$ cat src/rtl/key_filter_pulse_pkg.sv
// Shared types and constants for the key debounce / press-pulse block.
package key_pkg;

   typedef enum logic [1:0] {
      IDLE      = 2'd0,
      PRESS_FLT = 2'd1,
      DOWN      = 2'd2,
      REL_FLT   = 2'd3
   } key_state_e;

   localparam int unsigned CNT_MAX_DEF = 32'd1_000_000;

   // Filter counter width; never narrower than one bit.
   function automatic int unsigned cnt_width(input int unsigned max_cnt);
      int unsigned w;
      w = $clog2(max_cnt);
      if (w < 32'd1) begin
         w = 32'd1;
      end else begin
         w = w;
      end
      return w;
   endfunction

endpackage

$ cat src/rtl/key_filter_pulse_if.sv
// Key pin and debounced outputs of one key_filter_pulse instance.
interface key_filter_pulse_if;
   logic key_in;
   logic key_pulse;
   logic key_state;
   logic key_release;

   modport master (output key_in, input key_pulse, input key_state, input key_release);
   modport slave  (input key_in, output key_pulse, output key_state, output key_release);
endinterface

$ cat src/rtl/key_filter_pulse_sync_2ff.sv
// One-bit two-stage synchroniser for asynchronous pin inputs, reset to RST_VAL.
module sync_2ff #(
   parameter logic RST_VAL = 1'b0
) (
   input  logic clk,
   input  logic rst,
   input  logic d_i,
   output logic q_o
);

   logic meta_q;
   logic sync_q;

   // Two flops in series; the reset level keeps the downstream logic quiet after reset.
   always_ff @(posedge clk) begin
      if (rst) begin
         meta_q <= RST_VAL;
         sync_q <= RST_VAL;
      end else begin
         meta_q <= d_i;
         sync_q <= meta_q;
      end
   end

   assign q_o = sync_q;

endmodule

$ cat src/rtl/key_filter_pulse.sv
// Key debouncer emitting one key_pulse per accepted press.
// Optional feature macro KEY_RELEASE_EN enables the one-cycle key_release output.
module key_filter_pulse
   import key_pkg::*;
#(
   parameter int unsigned CNT_MAX        = CNT_MAX_DEF,
   parameter bit          KEY_ACTIVE_LOW = 1'b1
) (
   input  logic               clk,
   input  logic               rst,
   key_filter_pulse_if.slave  key_io
);

   localparam int unsigned    CW       = cnt_width(CNT_MAX);
   localparam logic [CW-1:0]  CNT_LAST = CW'(CNT_MAX - 32'd1);
   localparam logic           REL_LVL  = KEY_ACTIVE_LOW ? 1'b1 : 1'b0;

   key_state_e    state_q, state_d;
   logic [CW-1:0] cnt_q, cnt_d;
   logic          key_pulse_q, key_pulse_d;
   logic          key_state_q, key_state_d;
   logic          key_sync;
   logic          pressed;

   sync_2ff #(.RST_VAL(REL_LVL)) u_sync (
      .clk (clk),
      .rst (rst),
      .d_i (key_io.key_in),
      .q_o (key_sync)
   );

   assign pressed = (key_sync != REL_LVL);

`ifdef KEY_RELEASE_EN
   logic key_release_q, key_release_d;
`endif

   // Next state, filter counter and registered-output inputs.
   always_comb begin
      state_d     = state_q;
      cnt_d       = {CW{1'b0}};
      key_pulse_d = 1'b0;
`ifdef KEY_RELEASE_EN
      key_release_d = 1'b0;
`endif
      case (state_q)
         IDLE: begin
            if (pressed) begin
               state_d = PRESS_FLT;
            end else begin
               state_d = IDLE;
            end
         end
         PRESS_FLT: begin
            if (!pressed) begin
               state_d = IDLE;
            end else if (cnt_q == CNT_LAST) begin
               state_d     = DOWN;
               key_pulse_d = 1'b1;
            end else begin
               cnt_d = cnt_q + CW'(1);
            end
         end
         DOWN: begin
            if (!pressed) begin
               state_d = REL_FLT;
            end else begin
               state_d = DOWN;
            end
         end
         REL_FLT: begin
            if (pressed) begin
               state_d = DOWN;
            end else if (cnt_q == CNT_LAST) begin
               state_d = IDLE;
`ifdef KEY_RELEASE_EN
               key_release_d = 1'b1;
`endif
            end else begin
               cnt_d = cnt_q + CW'(1);
            end
         end
         default: begin
            state_d = IDLE;
         end
      endcase
      key_state_d = (state_d == DOWN) || (state_d == REL_FLT);
   end

   // State, counter and output registers.
   always_ff @(posedge clk) begin
      if (rst) begin
         state_q     <= IDLE;
         cnt_q       <= {CW{1'b0}};
         key_pulse_q <= 1'b0;
         key_state_q <= 1'b0;
      end else begin
         state_q     <= state_d;
         cnt_q       <= cnt_d;
         key_pulse_q <= key_pulse_d;
         key_state_q <= key_state_d;
      end
   end

`ifdef KEY_RELEASE_EN
   // Release pulse register, coincident with key_state falling.
   always_ff @(posedge clk) begin
      if (rst) begin
         key_release_q <= 1'b0;
      end else begin
         key_release_q <= key_release_d;
      end
   end

   assign key_io.key_release = key_release_q;
`else
   assign key_io.key_release = 1'b0;
`endif

   assign key_io.key_pulse = key_pulse_q;
   assign key_io.key_state = key_state_q;

endmodule
$ cat src/flat_wrapper.sv
// flat-port wrapper written by rule: the top's interface ports become plain ports
module key_filter_pulse_flat import key_pkg::*;
#(
   parameter int unsigned CNT_MAX        = CNT_MAX_DEF,
   parameter bit          KEY_ACTIVE_LOW = 1'b1
)
  (clk, rst, key_io_key_in, key_io_key_pulse, key_io_key_state, key_io_key_release);
  key_filter_pulse_if key_io_i ();
  input  logic clk;
  input  logic rst;
  input wire logic [$bits(key_io_i.key_in)-1:0] key_io_key_in;
  output wire logic [$bits(key_io_i.key_pulse)-1:0] key_io_key_pulse;
  output wire logic [$bits(key_io_i.key_state)-1:0] key_io_key_state;
  output wire logic [$bits(key_io_i.key_release)-1:0] key_io_key_release;
  assign key_io_i.key_in = key_io_key_in;
  assign key_io_key_pulse = key_io_i.key_pulse;
  assign key_io_key_state = key_io_i.key_state;
  assign key_io_key_release = key_io_i.key_release;
  key_filter_pulse #(.CNT_MAX(CNT_MAX), .KEY_ACTIVE_LOW(KEY_ACTIVE_LOW)) u_core (.clk(clk), .rst(rst), .key_io(key_io_i));
endmodule
$ cat config.mk
export PLATFORM = sky130hd
export DESIGN_NAME = key_filter_pulse_flat
export DESIGN_NICKNAME = d
export VERILOG_FILES = /design/src/rtl/key_filter_pulse_pkg.sv /design/src/rtl/key_filter_pulse_if.sv /design/src/rtl/key_filter_pulse_sync_2ff.sv /design/src/rtl/key_filter_pulse.sv /design/src/flat_wrapper.sv
export SDC_FILE = /design/constraint.sdc
export NUM_CORES = 1
export LEC_CHECK = 0
export ABC_AREA = 1
export CAP_MARGIN = 10
export CORE_ASPECT_RATIO = 1.4
export CORE_MARGIN = 5
export CORE_UTILIZATION = 55
export CTS_CLUSTER_DIAMETER = 60
export DETAILED_ROUTE_END_ITERATION = 6
export PLACE_DENSITY_LB_ADDON = 0.05
export SLEW_MARGIN = 20
export SYNTH_ARGS = -nofsm -noshare
export SYNTH_HDL_FRONTEND = slang
export SYNTH_SLANG_ARGS = --single-unit
$ cat constraint.sdc
create_clock -name clk -period 1.5 [get_ports clk]
set_input_delay 0.15 -clock clk [delete_from_list [all_inputs] [get_ports clk]]
set_output_delay 0.15 -clock clk [all_outputs]
set_load 0.02 [all_outputs]
==> summary.md, run 1 <==
| Metric | Value |
|---|---|
| Outcome | complete, no violations |
| PortBufs | 4 |
| Row count | 21 |
| WL final | 2660 µm |
| Pin count of the biggest net entering global routing | 17 |
| Root Driver | clkbuf_4 |
| Worst vdd ir | 0.765 mV |
| Startpoint types | flop |
| Hold Slack | 0.383 ns |
| Worst Skew | 0.00413 ns |
| Synth Instances | 201 |
| Max cap viols | 0 |
| Clock sink total | 26 |
| Worst Path Buf+Inv | 1 |
| Initial antenna violation count | 0 |
| HP Class | in -> reg |
| Mean Syn Cell Area | 6.70 µm² |
| Synth Net Count | 205 |
| Number of global-route vias before repair | 1137 |
| Slowest stage delay, CP | 0.37 ns |
| CP arrival | 1.63 ns |
| Number of synthesized flops with an enable pin | 0 |
| Chip Width | 51.8 µm |
| Top_reg_cell synth | dfxtp_1 |
| Number of synthesized register bits | 26 |
| Via-per-instance ratio | 5.02 |
| Total global-route track usage | 17.6% |
| Crit share post-route | 93.6% |
| CP top delay family | simple AND/OR/NAND/NOR gates |
| Synth unique cells | 26 |
| Kind of critical path | reg -> reg |
| Yosys top cell area share | 38.7% |
| Commonest cells post-synth | 54 x nor2_1, 40 x nand2_1, 26 x dfxtp_1 |
| Leading area contributor after synthesis | dfxtp_1 |
| Pins Over Slew Limit | 0 |
| Initial drt markers | 31 |
| HPWL after detailed placement | 2120 µm |
| CTS Buf Count | 3 |
| Vias | 1164 |
| RSZ-0062 raised after global routing | yes |
| Max FO, Critical Path | 16 |
| Fin crit period | 1.40 ns |
| GP Congestion | 0.938 |
| Global-route wire length before repair | 4640 µm |
| DRC Markers | 0 |
| Syn. warnings | 0 |
| Total gr overflow | 0 |
| CP max stage cell | dfxtp_1 |
| Iteration count of the initial detailed-routing pass | 4 |
| Hold-fix buffers, CTS | 0 |
| Pleak | 0.495 nW |
| Crit end category | flop |
| Core Region | 2360 µm² |
| Count leader, synth | nor2_1 |
| Longest Clk Path Bufs | 2 |
| Layout cell share with drive strength beyond 1 | 14.4% |
| Skew-Pair Late Insertion Delay | 0.32 ns |
| Crit path required time | 1.72 ns |
| # setup viols final | 0 |
| Mapped Area | 1350 µm² |
| Post-DRT Antenna Nets | 0 |
| Area of the die | 3550 µm² |
| Layout fillers | 236 |
| Max frequency | 712 MHz |
| Seq/Total Area, Yosys | 38.7% |
| Asr flop ratio synth | 0% |
| Crit path cell chain | ha_2, nand2_2, nor2_4, inv_2, nor2_2, nand3_2, nand2_4, nor3_1 |
| Starting Density | 56.9% |
| Largest cells by area after synthesis | dfxtp_1 39%, nor2_1 15%, nand2_1 11% |
| Power Density | 802 nW/µm² |
| Post-layout util | 62.3% |
| Num ports | 6 |
| N_diodes | 0 |
| Final Hold Viols | 0 |
| Clock transition at path regs | 0.13 ns |
| CTS tree | yes |
| H-tree depth | 1 |
| Avg WL per Cell | 11.5 µm |
| Final nets | 214 |
| Die height | 68.5 µm |
| Area delta synth->final | 9.48% |
-- cell families after synthesis --
logic type      count (synthesis)  share of synthesized area, %
simple gates                  137                          46.5
compound gates                  4                          1.67
flops                          26                          38.7
buf+inv                        26                          8.09
xor+xnor                        6                          3.90
other cells                     1                         0.279
fa+ha+maj                       1                         0.929
-- repair_timing --
item	4_1_cts	5_1_grt
buffers inserted	0	1
resized for setup	0	5
endpoints found under the setup margin	0	22
hold endpoints to repair	0	0
-- metal layers --
| layer | global-route usage (%) | wire length [µm] | up-vias |
|---|---|---|---|
| met2 | 32.2 | 1350 | 16 |
| met1 | 18.6 | 1170 | 507 |
| met4 | 12.5 | 97 | 0 |
| met5 | 0 | 0 | - |
| met3 | 1.94 | 48 | 8 |
| li1 | - | - | 633 |
-- report_power, final --
part / switching (W) / total (W) / internal [W]
Sequential: 0.00000126 / 0.000695 / 0.000694
Combinational: 0.00000757 / 0.0000150 / 0.00000747
Clock: 0.000202 / 0.000472 / 0.000270
Total: 0.000211 / 0.00118 / 0.000972
-- path summary, 6_finish.rpt --
path	from	endpoint	slack, ns	cells after the start
hold / removal	key_io_key_in	u_core.u_sync.meta_q	0.38	2
setup / recovery	u_core.cnt_q[0]	u_core.cnt_q[2]	0.1	8
hold reg to reg	u_core.u_sync.meta_q	u_core.u_sync.q_o	0.43	1
setup reg to reg	u_core.cnt_q[0]	u_core.cnt_q[2]	0.1	8
-- cell type report --
class / count / area [µm²] / share of cell area [%]
clock buffer: 3 / 22.5 / 1.53
inverter: 24 / 90.1 / 6.11
tap: 23 / 28.8 / 1.95
timing repair buffer: 6 / 55.1 / 3.74
multi-input combinational: 149 / 724 / 49.2
clock inverter: 1 / 30.0 / 2.04
sequential: 26 / 523 / 35.5
-- metrics by stage --
step / TNS (ns) / total power [W] / instance area [µm²] / setup WS, ns / std cells
5_1_grt: -0.0231 / 0.00123 / 1470 / -0.0177 / 232
3_5_place_dp: -0.134 / 0.000726 / 1400 / -0.0376 / 227
2_1_floorplan: 0 / 0.000721 / 1350 / 0.144 / 201
3_3_place_gp: 0 / 0.000725 / 1400 / 0.0163 / 227
6_report: 0 / 0.00118 / 1470 / 0.0959 / 232
4_1_cts: 0 / 0.00121 / 1460 / 0.0407 / 231
-- sequential cells by signal, summed over array words and instances, names as in the netlist --
name                     count
u_core.cnt_q                20
u_core.key_io.key_pulse      1
u_core.key_io.key_state      1
u_core.state_q               2
u_core.u_sync.meta_q         1
u_core.u_sync.q_o            1
-- cell usage in the layout, fill, tap and decap left out --
master and count:
nor3_1 8, dfxtp_1 24, nand2_4 1, nand4_1 5
a21oi_1 1, nor2_4 3, o21ai_1 1, dfxtp_2 2
inv_1 23, nand2_2 5, nor2_2 7, nor3_2 1
xnor2_1 1, clkdlybuf4s50_1 4, o21bai_1 1, bufinv_16 1
nand3_1 11, and2_1 1, ha_2 1, buf_4 2
nand2_1 40, nor2_1 52, conb_1 1, nand3_2 1
xor2_1 5, inv_2 1, clkbuf_4 3, or2_2 2
o21ai_0 1
Note: power is estimated with default switching activity, not from simulation.
==> run 2, diff against run 1 <==
- CORE_MARGIN: 5 -> unset
- CTS_BUF_LIST: unset -> sky130_fd_sc_hd__clkbuf_4
- SKIP_LAST_GASP: unset -> 1
==> summary.md, run 2 (same netlist as run 1, synthesis figures left out) <==
| Metric | Value |
|---|---|
| CP max stage cell | dfxtp_1 |
| Kind of critical path | reg -> reg |
| Setup crit start | u_core.cnt_q[0] |
| Max frequency | 706 MHz (-0.89%) |
| Logic pwr share | 1.5% (+0.2 points) |
| Seq. cell area | 522 µm² (-0.24%) |
| Crit end category | flop |
| Final worst slack | 0.0833 ns (-0.0127 ns) |
| Pins Over Slew Limit | 0 (unchanged) |
| P_int | 0.000799 W (-18%) |
| # setup viols final | 0 (unchanged) |
| Clock power frac | 29.9% (-10 points) |
| Met1 wire length | 1120 µm (-3.9%) |
| DRC Markers | 0 (unchanged) |
| Root Driver | clkbuf_4 |
| CTS Buf Count | 3 (unchanged) |
| Fin crit period | 1.42 ns (+0.0127 ns) |
| CP arrival | 1.65 ns (+0.02 ns) |
| Top sig layer | met4 |
| Most frequent cells in the layout | 52 x nor2_1, 40 x nand2_1, 25 x dfxtp_1 |
| Vias | 1221 (+4.9%) |
| Post-CTS Setup Inserts | 0 (unchanged) |
| PortBufs | 4 (unchanged) |
| Hold-fix buffers, CTS | 0 (unchanged) |
| Largest registers | u_core.cnt_q: 20 flops, u_core.state_q: 2 flops |
| Area of the die | 2650 µm² (-25%) |
| Crit path cell chain | ha_2, nand2_2, nor2_4, inv_2, nor2_2, nand3_2, nand2_8, nor2_1 |
| CTS resizes | 0 (unchanged) |
| Reg-to-reg critical path startpoint | u_core.cnt_q[0] |
| Slowest stage delay, CP | 0.36 ns (about the same) |
| Multi-input gate area in the final layout | 743 µm² (+2.6%) |
| Number of global-route vias before repair | 1143 (+0.53%) |
| Num ports | 6 (unchanged) |
| Starting Density | 59.8% (+2.8 points) |
| Global-route wire length before repair | 4360 µm (-6.1%) |
| Longest Clk Path Bufs | 2 (unchanged) |
| Die height | 60.5 µm (-12%) |
| HP Class | in -> reg |
| Core Region | 2250 µm² (-4.8%) |
| Row count | 20 (-4.8%) |
| Worst Path Buf+Inv | 1 (unchanged) |
| Avg WL per Cell | 11.7 µm (+2.3%) |
| Top reg by flops | u_core.cnt_q |
| Via-per-instance ratio | 5.31 (+5.8%) |
| Initial antenna violation count | 0 (unchanged) |
| Area delta synth->final | 8.18% |
| GP Congestion | 0.925 (-1.5%) |
| Clock sink total | 26 (unchanged) |
| HPWL after detailed placement | 2100 µm (-0.75%) |
| CTS tree | yes |
| Worst vdd ir | 0.501 mV (-35%) |
| Skew-Pair Late Insertion Delay | 0.32 ns (about the same) |
| CP top delay family | simple AND/OR/NAND/NOR gates |
| Power Density | 696 nW/µm² (-13%) |
| Initial drt markers | 29 (-6.5%) |
| Flop2flop setup slack | 0.08 ns (about the same) |
| Hold Slack | 0.391 ns (+0.00787 ns) |
| Iteration count of the initial detailed-routing pass | 4 (unchanged) |
| Met2 WL | 1400 µm (+3.5%) |
| Startpoint types | flop |
| Layout cell share with drive strength beyond 1 | 13.5% (-0.89 points) |
| Pleak | 0.479 nW (-3.3%) |
| Total global-route track usage | 21.9% (+4.3 points) |
| Crit path required time | 1.73 ns (about the same) |
| Total gr overflow | 0 (unchanged) |
| Worst Skew | 0.00164 ns (-0.00249 ns) |
| Sequential share of power | 68.6% (+9.8 points) |
| N_diodes | 0 (unchanged) |
| Min-delay src | key_io_key_in |
| Final nets | 213 (-0.47%) |
| NetSw | 0.000215 W (+2.1%) |
| H-tree depth | 1 (unchanged) |
| Final Hold Viols | 0 (unchanged) |
| WL final | 2700 µm (+1.4%) |
| Layout fillers | 209 (-11%) |
| Max cap viols | 0 (unchanged) |
| Sw Share | 21.2% (+3.4 points) |
| Crit share post-route | 94.4% (+0.84 points) |
| Outcome | complete, no violations |
| Commonest non-fill, non-tap cell in the layout | nor2_1 |
| Pin count of the biggest net entering global routing | 17 (unchanged) |
| Clock transition at path regs | 0.14 ns (about the same) |
| Met3 wire length | 65 µm (+35%) |
| Chip Width | 43.8 µm (-15%) |
| Max FFs per register | 20 (unchanged) |
| Max FO, Critical Path | 16 (unchanged) |
| Post-DRT Antenna Nets | 0 (unchanged) |
| Place WS | -0.0300 ns (+0.00763 ns) |
==> run 2: cell types whose count changed in the layout (fill, tap and decap cells not counted), sizes merged <==
| cell | before | now |
|---|---|---|
| buf | 2 | 1 |
| bufinv | 1 | 0 |
| clkinv | 0 | 1 |
==> run 2: power groups by stage <==
stage | combinational, W | sequential (W) | clock (W)
2_1_floorplan | 0.0000105 | 0.000710 | 0
3_3_place_gp | 0.0000145 | 0.000710 | 0
3_5_place_dp | 0.0000153 | 0.000710 | 0
4_1_cts | 0.0000153 | 0.000695 | 0.000314
5_1_grt | 0.0000173 | 0.000696 | 0.000340
6_report | 0.0000153 | 0.000695 | 0.000304
==> run 2: per-stage QoR <==
step                      cell area (µm²)   TNS, ns  util, %  std cells  total power, W
after detailed placement             1400    -0.106     62.3        226        0.000726
final                                1460         0     64.7        230         0.00101
after floorplan                      1350         0        -        201        0.000721
after CTS                            1430         0     63.4        230         0.00103
after global placement               1400         0     62.3        226        0.000725
after global routing                 1460  -0.00532     64.7        230         0.00105
==> run 2: final cells by class <==
class / count / area share [%]
Clock buffer: 3 / 1.55
Multi-Input combinational cell: 149 / 51.0
Tap cell: 22 / 1.89
Clock inverter: 1 / 0.258
Inverter: 24 / 6.19
Timing Repair Buffer: 5 / 3.26
Sequential cell: 26 / 35.8
==> run 2: worst paths after layout <==
path / end / depth (start not counted)
max: u_core.cnt_q[8] / 8
min: u_core.u_sync.meta_q / 2
max reg2reg: u_core.cnt_q[8] / 8
min reg2reg: u_core.u_sync.q_o / 1
==> run 2: worst register-to-register path: cells and delay by family (launching register included) <==
| family | cells | cell delay (ns) |
|---|---|---|
| adder cells (fa/ha/maj) | 1 | 0.21 |
| flip-flops | 1 | 0.36 |
| buffers and inverters | 1 | 0.06 |
| AND/OR/NAND/NOR | 6 | 0.71 |
==> run 2: per-layer routing <==
metal / GRT usage [%] / vias up
met5: 0 / -
met4: 12.9 / 0
met3: 1.79 / 15
met2: 40.9 / 28
met1: 23.5 / 544
li1: - / 634
